## config.mk

```make
export PLATFORM = sky130hd
export DESIGN_NAME = img_loader_flat
export DESIGN_NICKNAME = d
export VERILOG_FILES = /design/src/rtl/img_loader_if.sv /design/src/rtl/img_loader.sv /design/src/flat_wrapper.sv
export SDC_FILE = /design/constraint.sdc
export NUM_CORES = 1
export LEC_CHECK = 0
export CAP_MARGIN = 20
export CORE_ASPECT_RATIO = 1.5
export CORE_MARGIN = 2
export CORE_UTILIZATION = 55
export CTS_BUF_LIST = sky130_fd_sc_hd__clkbuf_8 sky130_fd_sc_hd__clkbuf_16
export CTS_CLUSTER_SIZE = 28
export DETAILED_ROUTE_END_ITERATION = 10
export HOLD_SLACK_MARGIN = 0.1
export PLACE_DENSITY_LB_ADDON = 0.08
export SKIP_LAST_GASP = 1
export SLEW_MARGIN = 20
export SYNTH_ARGS = -nofsm -noshare
export SYNTH_HDL_FRONTEND = slang
export SYNTH_SLANG_ARGS = --single-unit
```

## constraint.sdc

```tcl
create_clock -name clk -period 3.5 [get_ports clk]
set_input_delay 0.35 -clock clk [delete_from_list [all_inputs] [get_ports clk]]
set_output_delay 0.35 -clock clk [all_outputs]
set_load 0.005 [all_outputs]
```

## src/rtl/img_loader_if.sv

```systemverilog
// Byte-in / pixel-RAM-out signal bundle for the image loader.
// master is the loader side; slave is the UART/core/RAM side.
interface img_loader_if #(
  parameter int unsigned ADDR_W = 10
) ();
  logic [7:0]        rx_data;
  logic              rx_rdy;
  logic              core_done;
  logic              wr_en;
  logic [ADDR_W-1:0] wr_addr;
  logic              wr_data;
  logic              start;
  logic              busy;
  logic              overrun;

  modport master (
    input  rx_data, rx_rdy, core_done,
    output wr_en, wr_addr, wr_data, start, busy, overrun
  );

  modport slave (
    output rx_data, rx_rdy, core_done,
    input  wr_en, wr_addr, wr_data, start, busy, overrun
  );
endinterface

```

## src/rtl/img_loader.sv

```systemverilog
// Unpacks received UART bytes LSB-first into a 1-bit pixel RAM, then kicks
// the CNN core once a full frame is written and waits for it to finish.
module img_loader #(
  parameter int unsigned NUM_BYTES = 98,
  parameter int unsigned ADDR_W    = 10
) (
  input logic         clk,
  input logic         rst,
  img_loader_if.master bus
);

  localparam int unsigned BCW = $clog2(NUM_BYTES + 1);

  localparam logic [1:0] IDLE      = 2'd0;
  localparam logic [1:0] SHIFT     = 2'd1;
  localparam logic [1:0] START     = 2'd2;
  localparam logic [1:0] WAIT_DONE = 2'd3;

  logic [1:0]     state_q, state_d;
  logic [7:0]     cur_q, cur_d;
  logic [7:0]     hold_q, hold_d;
  logic           hold_full_q, hold_full_d;
  logic [2:0]     bit_cnt_q, bit_cnt_d;
  logic [BCW-1:0] byte_cnt_q, byte_cnt_d;
  logic           overrun_q, overrun_d;
  logic [BCW+2:0] addr_full;

  always_comb begin
    state_d     = state_q;
    cur_d       = cur_q;
    hold_d      = hold_q;
    hold_full_d = hold_full_q;
    bit_cnt_d   = bit_cnt_q;
    byte_cnt_d  = byte_cnt_q;
    overrun_d   = overrun_q;
    case (state_q)
      IDLE: begin
        if (bus.rx_rdy) begin
          cur_d     = bus.rx_data;
          bit_cnt_d = 3'd0;
          state_d   = SHIFT;
        end
      end
      SHIFT: begin
        bit_cnt_d = bit_cnt_q + 3'd1;
        if (bit_cnt_q == 3'd7) begin
          byte_cnt_d = byte_cnt_q + BCW'(1);
          if (byte_cnt_q == BCW'(NUM_BYTES - 1)) begin
            // Frame complete; anything still pending belongs to no frame.
            state_d     = START;
            hold_full_d = 1'b0;
          end else if (hold_full_q) begin
            cur_d       = hold_q;
            hold_full_d = 1'b0;
            if (bus.rx_rdy) overrun_d = 1'b1;
          end else if (bus.rx_rdy) begin
            // Byte landing on the bit-7 cycle goes straight to the shifter.
            cur_d = bus.rx_data;
          end else begin
            state_d = IDLE;
          end
        end else if (bus.rx_rdy) begin
          if (hold_full_q) begin
            overrun_d = 1'b1;
          end else begin
            hold_d      = bus.rx_data;
            hold_full_d = 1'b1;
          end
        end
      end
      START: state_d = WAIT_DONE;
      WAIT_DONE: begin
        if (bus.core_done) begin
          state_d    = IDLE;
          byte_cnt_d = '0;
        end
      end
      default: state_d = IDLE;
    endcase
  end

  always_ff @(posedge clk or posedge rst) begin
    if (rst) begin
      state_q     <= IDLE;
      cur_q       <= 8'd0;
      hold_q      <= 8'd0;
      hold_full_q <= 1'b0;
      bit_cnt_q   <= 3'd0;
      byte_cnt_q  <= '0;
      overrun_q   <= 1'b0;
    end else begin
      state_q     <= state_d;
      cur_q       <= cur_d;
      hold_q      <= hold_d;
      hold_full_q <= hold_full_d;
      bit_cnt_q   <= bit_cnt_d;
      byte_cnt_q  <= byte_cnt_d;
      overrun_q   <= overrun_d;
    end
  end

  assign addr_full   = {byte_cnt_q, bit_cnt_q};
  assign bus.wr_addr = ADDR_W'(addr_full);
  assign bus.wr_en   = (state_q == SHIFT);
  assign bus.wr_data = cur_q[bit_cnt_q];
  assign bus.start   = (state_q == START);
  assign bus.busy    = (state_q != IDLE);
  assign bus.overrun = overrun_q;

endmodule

```

## src/flat_wrapper.sv

```systemverilog
// flat-port wrapper written by rule: the top's interface ports become plain ports
module img_loader_flat 
#(
  parameter int unsigned NUM_BYTES = 98,
  parameter int unsigned ADDR_W    = 10
)
  (clk, rst, bus_rx_data, bus_rx_rdy, bus_core_done, bus_wr_en, bus_wr_addr, bus_wr_data, bus_start, bus_busy, bus_overrun);
  img_loader_if #(.ADDR_W(ADDR_W)) bus_i ();
  input logic clk;
  input logic rst;
  input wire logic [$bits(bus_i.rx_data)-1:0] bus_rx_data;
  input wire logic [$bits(bus_i.rx_rdy)-1:0] bus_rx_rdy;
  input wire logic [$bits(bus_i.core_done)-1:0] bus_core_done;
  output wire logic [$bits(bus_i.wr_en)-1:0] bus_wr_en;
  output wire logic [$bits(bus_i.wr_addr)-1:0] bus_wr_addr;
  output wire logic [$bits(bus_i.wr_data)-1:0] bus_wr_data;
  output wire logic [$bits(bus_i.start)-1:0] bus_start;
  output wire logic [$bits(bus_i.busy)-1:0] bus_busy;
  output wire logic [$bits(bus_i.overrun)-1:0] bus_overrun;
  assign bus_i.rx_data = bus_rx_data;
  assign bus_i.rx_rdy = bus_rx_rdy;
  assign bus_i.core_done = bus_core_done;
  assign bus_wr_en = bus_i.wr_en;
  assign bus_wr_addr = bus_i.wr_addr;
  assign bus_wr_data = bus_i.wr_data;
  assign bus_start = bus_i.start;
  assign bus_busy = bus_i.busy;
  assign bus_overrun = bus_i.overrun;
  img_loader #(.NUM_BYTES(NUM_BYTES), .ADDR_W(ADDR_W)) u_core (.clk(clk), .rst(rst), .bus(bus_i));
endmodule
```

Yosys cells after proc, flatten, opt, wreduce, memory -nomap -nowiden

Index checks and enable logic that the tools add are counted.

Flip-flop bits (word level): 30
Bits of input ports: 12
Output and inout port bits: 15
Logic and storage cells: 63

Add/sub/neg operators: 2
$lt $le $gt $ge: 1
Eq/ne operators: 12
Multiplexer cells: 26
Bitwise gates (word level): 2
Reduce and logical (&&, ||, !) cells: 13

Operator list:

| operator                                           | count |
|---|---|
| 2-to-1 mux 8 bit                                   | 4 |
| one-hot mux 8 bit (2 select lines)                 | 1 |
| 2-to-1 mux 7 bit                                   | 2 |
| one-hot mux 7 bit (2 select lines)                 | 1 |
| 2-to-1 mux 2 bit                                   | 6 |
| AND reduction 5 bit                                | 2 |
| nonzero test 2 bit                                 | 5 |
| 2-to-1 mux 1 bit                                   | 8 |
| != test 2 bit, second input constant               | 4 |
| one-hot mux 2 bit (4 select lines)                 | 1 |
| adder 7 x 1 -> 7 bit, second input constant        | 1 |
| == test 7 bit, second input constant               | 1 |
| one-hot mux 3 bit (2 select lines)                 | 1 |
| AND reduction 3 bit                                | 2 |
| == test 2 bit, second input constant               | 2 |
| < comparator 3 x 4 -> 1 bit, second input constant | 1 |
| AND reduction 2 bit                                | 2 |
| AND reduction 4 bit                                | 1 |
| adder 3 x 1 -> 3 bit, second input constant        | 1 |
| binary-select mux 1 bit (select 3 bit)             | 1 |
| == test 3 bit, second input constant               | 1 |
| 2-to-1 mux 3 bit                                   | 1 |
| != test 3 x 2 -> 1 bit, second input constant      | 1 |
| != test 3 bit, second input constant               | 1 |
| 4 further kinds                                    | 5 |

Logic depth before layout (Yosys ltp)

Gate-level depths: netlist of the first run.

Depth after elaboration: 5
Depth in mapped cells: 7
Depth with buffers taken out: 6

Worst setup path after synthesis of the first run

No wires, ideal clock.

Kind: register to register
From: reg u_core.bit_cnt_q[0]
To: reg u_core.cur_q[0]
Library setup time: 79 ps
Data arrival time: 1,715 ps
Required time: 3,421 ps
Slack: 1,705 ps
Cell stages (with the launch flop): 8
Path buffers: 1
Clock period less this slack: 1,795 ps
Path through: dfrtp_1 ha_1 ha_1 inv_1 a221oi_4 and2b_1 buf_6 a2bb2oi_1

Cells in the longest elaborated chain, start to end: 3

RTL lines:

| element                          | line             | text |
|---|---|---|
| start, declared                  | img_loader.sv:23 | `logic [2:0] bit_cnt_q, bit_cnt_d;` |
| start signal, assigned           | img_loader.sv:96 | `bit_cnt_q <= bit_cnt_d;` |
| == test 3 bit                    | img_loader.sv:46 | `if (bit_cnt_q == 3'd7) begin` |
| != test 2 x 1 -> 1 bit (no line) | --               |  |
| AND reduction 3 bit (no line)    | --               |  |
| end signal, assigned             | img_loader.sv:93 | `cur_q <= cur_d;` |
| end, declared                    | img_loader.sv:20 | `logic [7:0] cur_q, cur_d;` |

No other way between the ends.
A chain may end at the register's enable or synchronous reset.

Final worst setup path of the first run

From: reg u_core.bit_cnt_q[0]
To: out bus_wr_data

Cells in the longest elaborated chain, start to end: 2

RTL lines:

| element                                | line               | text |
|---|---|---|
| binary-select mux 1 bit (select 3 bit) | img_loader.sv:105  | `assign bus.wr_data = cur_q[bit_cnt_q];` |
| 2-to-1 mux 1 bit (implied by the code) | img_loader.sv:105  |  |
| end, declared                          | flat_wrapper.sv:16 | `output wire logic [$bits(bus_i.wr_data)-1:0] bus_wr_data;` |

No other way between the ends. The select of a mux whose other input is x is not followed.

==> results of run 1 <==
-- power by group --
group | switching, mW | internal (mW)
logic | 0.256 | 0.358
clock network | 0.129 | 0.198
registers | 0.114 | 0.490
-- critical path, cell delays in order (launching register included) --
cell and delay [ns]:
dfrtp_1 0.46, mux4_2 0.55, mux2_2 0.28, clkdlybuf4s50_1 0.44
-- placed cells by master, fill, tap and decap left out, drive strengths merged, types with 3 or more instances in the layout --
cell type and n:
a2bb2oi 9, and3 4, and3b 3, clkbuf 8, clkdlybuf4s50 26, dfrtp 30
ha 4, inv 3, mux2 10, nand2 7, nand3b 9, nor2 10
o21ai 11, xor2 5
-- cell type report --
| cell class | count | area, sq um |
|---|---|---|
| Tap cell | 37 | 46.3 |
| Multi-Input combinational cell | 90 | 714 |
| Sequential cell | 30 | 751 |
| Timing Repair Buffer | 26 | 260 |
| Inverter | 3 | 11.3 |
| Fill cell | 207 | 754 |
| Clock buffer | 8 | 110 |
-- worst max path at each step --
stage | from | to
after global placement | u_core.bit_cnt_q[0] | u_core.cur_q[2]
after CTS | u_core.bit_cnt_q[0] | bus_wr_data
final | u_core.bit_cnt_q[0] | bus_wr_data
after detailed placement | u_core.bit_cnt_q[0] | u_core.cur_q[2]
after floorplan | u_core.bit_cnt_q[0] | u_core.cur_q[0]
after global routing | u_core.bit_cnt_q[0] | bus_wr_data
-- per-layer routing --
| metal | global-route usage | share of wire |
|---|---|---|
| met3 | 0.0651 | 0.034 |
| met4 | 0.135 | 0.031 |
| met2 | 0.413 | 0.56 |
| met1 | 0.233 | 0.37 |
| met5 | 0 | 0 |
-- state kept, by name, summed over array words and instances, names as in the netlist, named ones only --
register and count:
u_core.hold_q 8, u_core.bus.overrun 1, u_core.byte_cnt_q 7, u_core.hold_full_q 1, u_core.bit_cnt_q 3, u_core.cur_q 8
u_core.state_q 1
-- kinds of logic (layout without fill, tap and decap cells) --
group,count (synthesis),count (layout)
AO/OA/AOI/OAI,28,28
XOR/XNOR,5,5
adder cells (fa/ha/maj),4,4
buffers and inverters,12,37
flip-flops,30,30
multiplexers,12,12
AND/OR/NAND/NOR,41,41
-- metrics by stage --
step                      total power, mW  cells  worst slack (ns)   util
after floorplan                      1.01    132              1.71      -
after global placement               1.19    186              1.44  0.673
after detailed placement             1.23    186              1.35  0.673
after CTS                            1.57    194              1.11  0.715
after global routing                 1.66    194              1.05  0.715
final                                1.54    194              1.13  0.715
==> flow_summary_export.csv, run 1 <==
group,metric,value,unit
critical_path,r2r-end,"u_core.cur_q[5]",
yosys,ys_seq_elements,30,
clock_tree,insertion_delay,0.29,ns
yosys,ys_types,32,
sta,fmax,0.422,GHz
floorplanning,ios,27,
clock_tree,clockBufferDepth,2,
critical_path,worstPathMaxFanout,5,
final_layout,nets,172,
floorplanning,coreArea,2650,sq um
floorplanning,dieArea,3230,sq um
floorplanning,start_util,0.578,
sta,worst_pin_slew,0.623,ns
route,drtPass1Iterations,4,
route,finalWirelength,3.11,mm
route,route.detailed.drc,0,
yosys,seq_area_frac_synth,0.491,
floorplanning,die_w,47.1,um
flow_run,drv_cap,0,
global_routing,first_global_vias,1089,
sta,min_period,2.37,ns
yosys,synth_mux_area_frac,0.103,
final_layout,drive_gt1_frac,0.146,
sta,setup_viol,0,
yosys,yosys_most_used_dff,"dfrtp_1",
worst_hold_path,hold_path_class,"input pin to asynchronous set/reset pin",
yosys,synthSimpleGateAreaFrac,0.164,
sta,skew,0.00635,ns
final_layout,stdcell_area,1890,sq um
critical_path,start_kind,"register",
sta,final_hold_viol_count,0,
yosys,synth_edf_count,0,
yosys,synth_warnings,0,
sta,maxSlewViolCount,0,
yosys,postSynthAreaPerCell,11.6,sq um
critical_path,r2r_setup_slack,1.36,ns
place,gp_routability_congestion,0.774,
route,post_drt_wl_per_cell,16.0,um
place,io_buffers,26,
yosys,synth_top_area_frac,0.491,
critical_path,worstSetupPathType,"register to output port",
yosys,synth_xor_area_frac,0.0286,
clock_tree,cts.hold.buffers_added,0,
clock_tree,cts_tree,"yes",
global_routing,antenna_found_initial,0,
route,drt_iter0_markers,17,
global_routing,track_usage,0.233,
final_layout,n_antenna_cell,0,
critical_path,worstReg2RegStart,"u_core.bit_cnt_q[0]",
floorplanning,fp.dieH,68.6,um
clock_tree,cts_resized,0,
place,placed_cell_area,1780,sq um
yosys,yosysMostFrequentCell,"dfrtp_1",
yosys,yosys.area_share.adder,0.0327,
place,dp.final_hpwl,2.29,mm
yosys,syn_area,1530,sq um
yosys,synth_top_family_by_area,"simple AND/OR/NAND/NOR gates",
clock_tree,cts_root_buffer,"clkbuf_8",
route,via_count,1092,
clock_tree,clkSlewWorstSetupHoldPaths,0.06,ns
clock_tree,cts_sinks,30,
sta,setup_tns,0,ns
sta,whs,0.455,ns
global_routing,grt_first_pass_wirelength,5.03,mm
global_routing,grt_max_degree,31,
critical_path,required,3.15,ns
yosys,synthTopCellsByArea,"dfrtp_1 49%, a2bb2oi_1 5.2%, mux2_2 5.2%",
critical_path,r2r_cells,6,
yosys,synth_nets,148,
sta,maxSlewHeadroom,0.584,
critical_path,crit_arrival,2.02,ns
outcome,status,"completed",
route,antenna_left,0,
power,ir_drop,0.542,mV
sta,period_share,0.677,
clock_tree,cts_buffers,5,
yosys,yosys.area.top_type,"dfrtp_1",
critical_path,end_kind,"output port",
yosys,synthTopCellsByCount,"30 x dfrtp_1, 11 x o21ai_0, 10 x nor2_1, 9 x a2bb2oi_1, 9 x nand3b_1",
route,post_drt_via_cell_ratio,5.63,
floorplanning,rows,23,
yosys,syn-instance-count,132,
final_layout,area_growth,23.8,%
global_routing,overflow,0,
sta,rsz0062_at_grt,"no",
power,p_leak,0.792,nW
yosys,async_flop_share,1.00,
clock_tree,post_cts_buffers,0,
clock_tree,h-tree-depth,2,
yosys,synth_compound_area_frac,0.139,
power,powerDensity,816,nW/um^2
No activity file was read; power rests on OpenSTA's default activity.
==> run 2: changes to the inputs <==
--- a/config.mk
+++ b/config.mk
@@ -8,7 +8,7 @@
 export CAP_MARGIN = 20
 export CORE_ASPECT_RATIO = 1.5
 export CORE_MARGIN = 2
-export CORE_UTILIZATION = 55
+export CORE_UTILIZATION = 47
 export CTS_BUF_LIST = sky130_fd_sc_hd__clkbuf_8 sky130_fd_sc_hd__clkbuf_16
 export CTS_CLUSTER_SIZE = 28
 export DETAILED_ROUTE_END_ITERATION = 10
==> constraint.sdc (replaced) <==
create_clock -name clk -period 2.1 [get_ports clk]
set_input_delay 0.21 -clock clk [delete_from_list [all_inputs] [get_ports clk]]
set_output_delay 0.21 -clock clk [all_outputs]
set_load 0.005 [all_outputs]
==> run 2 against run 1 <==
Against the previous run:
- final cell count grew 3.6%
- non-clock buffer count increased by 6
- clock power grew 38%
- global-route usage shrank 2.9 points
- hold slack got worse by 0.14 ns
- wire length rose by 3.3%
- total power increased by 62%
- combinational power is 71% higher
- critical path depth grew 4
- worst setup slack got worse by 1.0 ns
- via count hardly changed
- sequential power grew 66%
- largest cell class unchanged
- largest power group unchanged
==> flow_summary_export.csv, run 2 (synthesis results as in run 1) <==
group,metric,value,unit
flow_run,drv_cap,0,
sta,setup_tns,0,ns
final_layout,reg.largest.list,"u_core.cur_q x8, u_core.hold_q x8, u_core.byte_cnt_q x7",
global_routing,antenna_found_initial,0,
critical_path,crit_arrival,2.14,ns
final_layout,final_util,0.612,
critical_path,r2r_setup_slack,0.12,ns
floorplanning,start_util,0.489,
final_layout,fillers,274,
floorplanning,dieArea,3730,sq um
sta,skew,0.00550,ns
place,io_buffers,26,
floorplanning,ios,27,
sta,maxSlewHeadroom,0.647,
floorplanning,fp.dieH,73.9,um
clock_tree,cts_buffers,5,
sta,whs,0.319,ns
route,route.detailed.drc,0,
global_routing,grtUsageMet1,0.209,
critical_path,worstSetupPathType,"register to register",
critical_path,r2r_cells,7,
final_layout,final_common_cell,"dfrtp_1",
sta,final_hold_viol_count,0,
clock_tree,h-tree-depth,2,
global_routing,first_global_vias,1163,
sta,setup_slack,0.124,ns
place,gp_routability_congestion,0.785,
sta,maxSlewViolCount,0,
final_layout,area_growth,25.3,%
floorplanning,rows,25,
route,via_count,1091,
place,placed_cell_area,1820,sq um
final_layout,fin_cells,201,
sta,worst_pin_slew,0.529,ns
place,placed_cells,194,
critical_path,worstPathMaxFanout,7,
critical_path,required,2.27,ns
route,antenna_left,0,
clock_tree,clkSlewWorstSetupHoldPaths,0.06,ns
final_layout,stdcell_area,1920,sq um
sta,fmax,0.506,GHz
critical_path,critical-path-max-stage-delay,0.43,ns
floorplanning,coreArea,3130,sq um
global_routing,track_usage,0.204,
power,ir_drop,0.680,mV
clock_tree,insertion_delay,0.28,ns
route,drtPass1Iterations,4,
power,powerDensity,1310,nW/um^2
critical_path,cp_cell_sequence,"buf_4 -> ha_1 -> ha_1 -> and3b_1 -> nor2_1 -> nor3b_1 -> a21o_1",
critical_path,crit_top_cell,"ha_1",
sta,setup_viol,0,
power,p_leak,0.806,nW
global_routing,grtUsageMet3,0.0549,
global_routing,grt_max_degree,31,
route,post_drt_via_cell_ratio,5.43,
sta,rsz0062_at_grt,"no",
clock_tree,cts_tree,"yes",
route,finalWirelength,3.21,mm
global_routing,top_usage_layer,"met2",
final_layout,n_antenna_cell,0,
power,p_total,2.50,mW
floorplanning,die_w,50.6,um
critical_path,start_kind,"register",
critical_path,cpMaxStageDelayCell,"dfrtp_2",
critical_path,end_kind,"register",
final_layout,nets,178,
route,post_drt_wl_per_cell,16.0,um
sta,period_share,0.941,
clock_tree,cts_sinks,30,
worst_hold_path,hold_path_class,"input pin to asynchronous set/reset pin",
clock_tree,cts_root_buffer,"clkbuf_8",
final_layout,drive_gt1_frac,0.174,
clock_tree,clockBufferDepth,2,
outcome,status,"completed",
final_layout,most-common-layout-cells,"29 x dfrtp_1, 25 x clkdlybuf4s50_1, 11 x o21ai_0",
critical_path,worstReg2RegStart,"u_core.bit_cnt_q[0]",
place,dp.final_hpwl,2.34,mm
global_routing,grt_first_pass_wirelength,5.44,mm
global_routing,overflow,0,
global_routing,grt_use_met2,0.377,
sta,min_period,1.98,ns
route,drt_iter0_markers,16,
place,place_ws,0.162,ns
## run 2: worst max-delay path by stage
stage | slack [ns] | to | startpoint
3_3_place_gp | 0.19 | u_core.hold_q[3] | u_core.bit_cnt_q[0]
6_report | 0.12 | register | u_core.bit_cnt_q[0]
5_1_grt | 0.01 | u_core.cur_q[3] | u_core.bit_cnt_q[0]
4_1_cts | 0.07 | u_core.hold_q[3] | u_core.bit_cnt_q[0]
2_1_floorplan | 0.31 | u_core.cur_q[0] | u_core.bit_cnt_q[0]
3_5_place_dp | 0.16 | u_core.hold_q[3] | u_core.bit_cnt_q[0]
## run 2: layout make-up
cell class	count	area, sq um	share of cell area
Inverter	3	11.3	0.00588
Timing Repair Buffer	32	304	0.159
Tap cell	40	50.0	0.0261
Clock buffer	6	82.6	0.0431
Multi-Input combinational cell	90	716	0.374
Sequential cell	30	752	0.393
## run 2: power breakdown
group          switching, mW  total (mW)  leakage [nW]  internal [mW]
logic                  0.430        1.05         0.414          0.621
clock network          0.199       0.451        0.0431          0.252
registers              0.182        1.00         0.349          0.818
## run 2: timing repair
| item | in CTS | in global routing |
|---|---|---|
| gates cloned | 0 | 0 |
| buffers inserted | 1 | 0 |
| setup endpoints to repair | 1 | 8 |
| gates resized for setup | 2 | 1 |
| hold buffers | 0 | 0 |
## run 2: metal layers
layer,share of wire,routed length (um)
met3,0.041,131
met2,0.55,1780
met5,0,0
met4,0.023,74
met1,0.38,1220
## run 2: worst max-delay path: cells and delay by family (launching register included)
kind	cells	cell delay, ns
AND/OR/NAND/NOR	3	0.69
adder cells (fa/ha/maj)	2	0.43
flip-flops	1	0.43
buffers and inverters	1	0.15
AO/OA/AOI/OAI	1	0.17
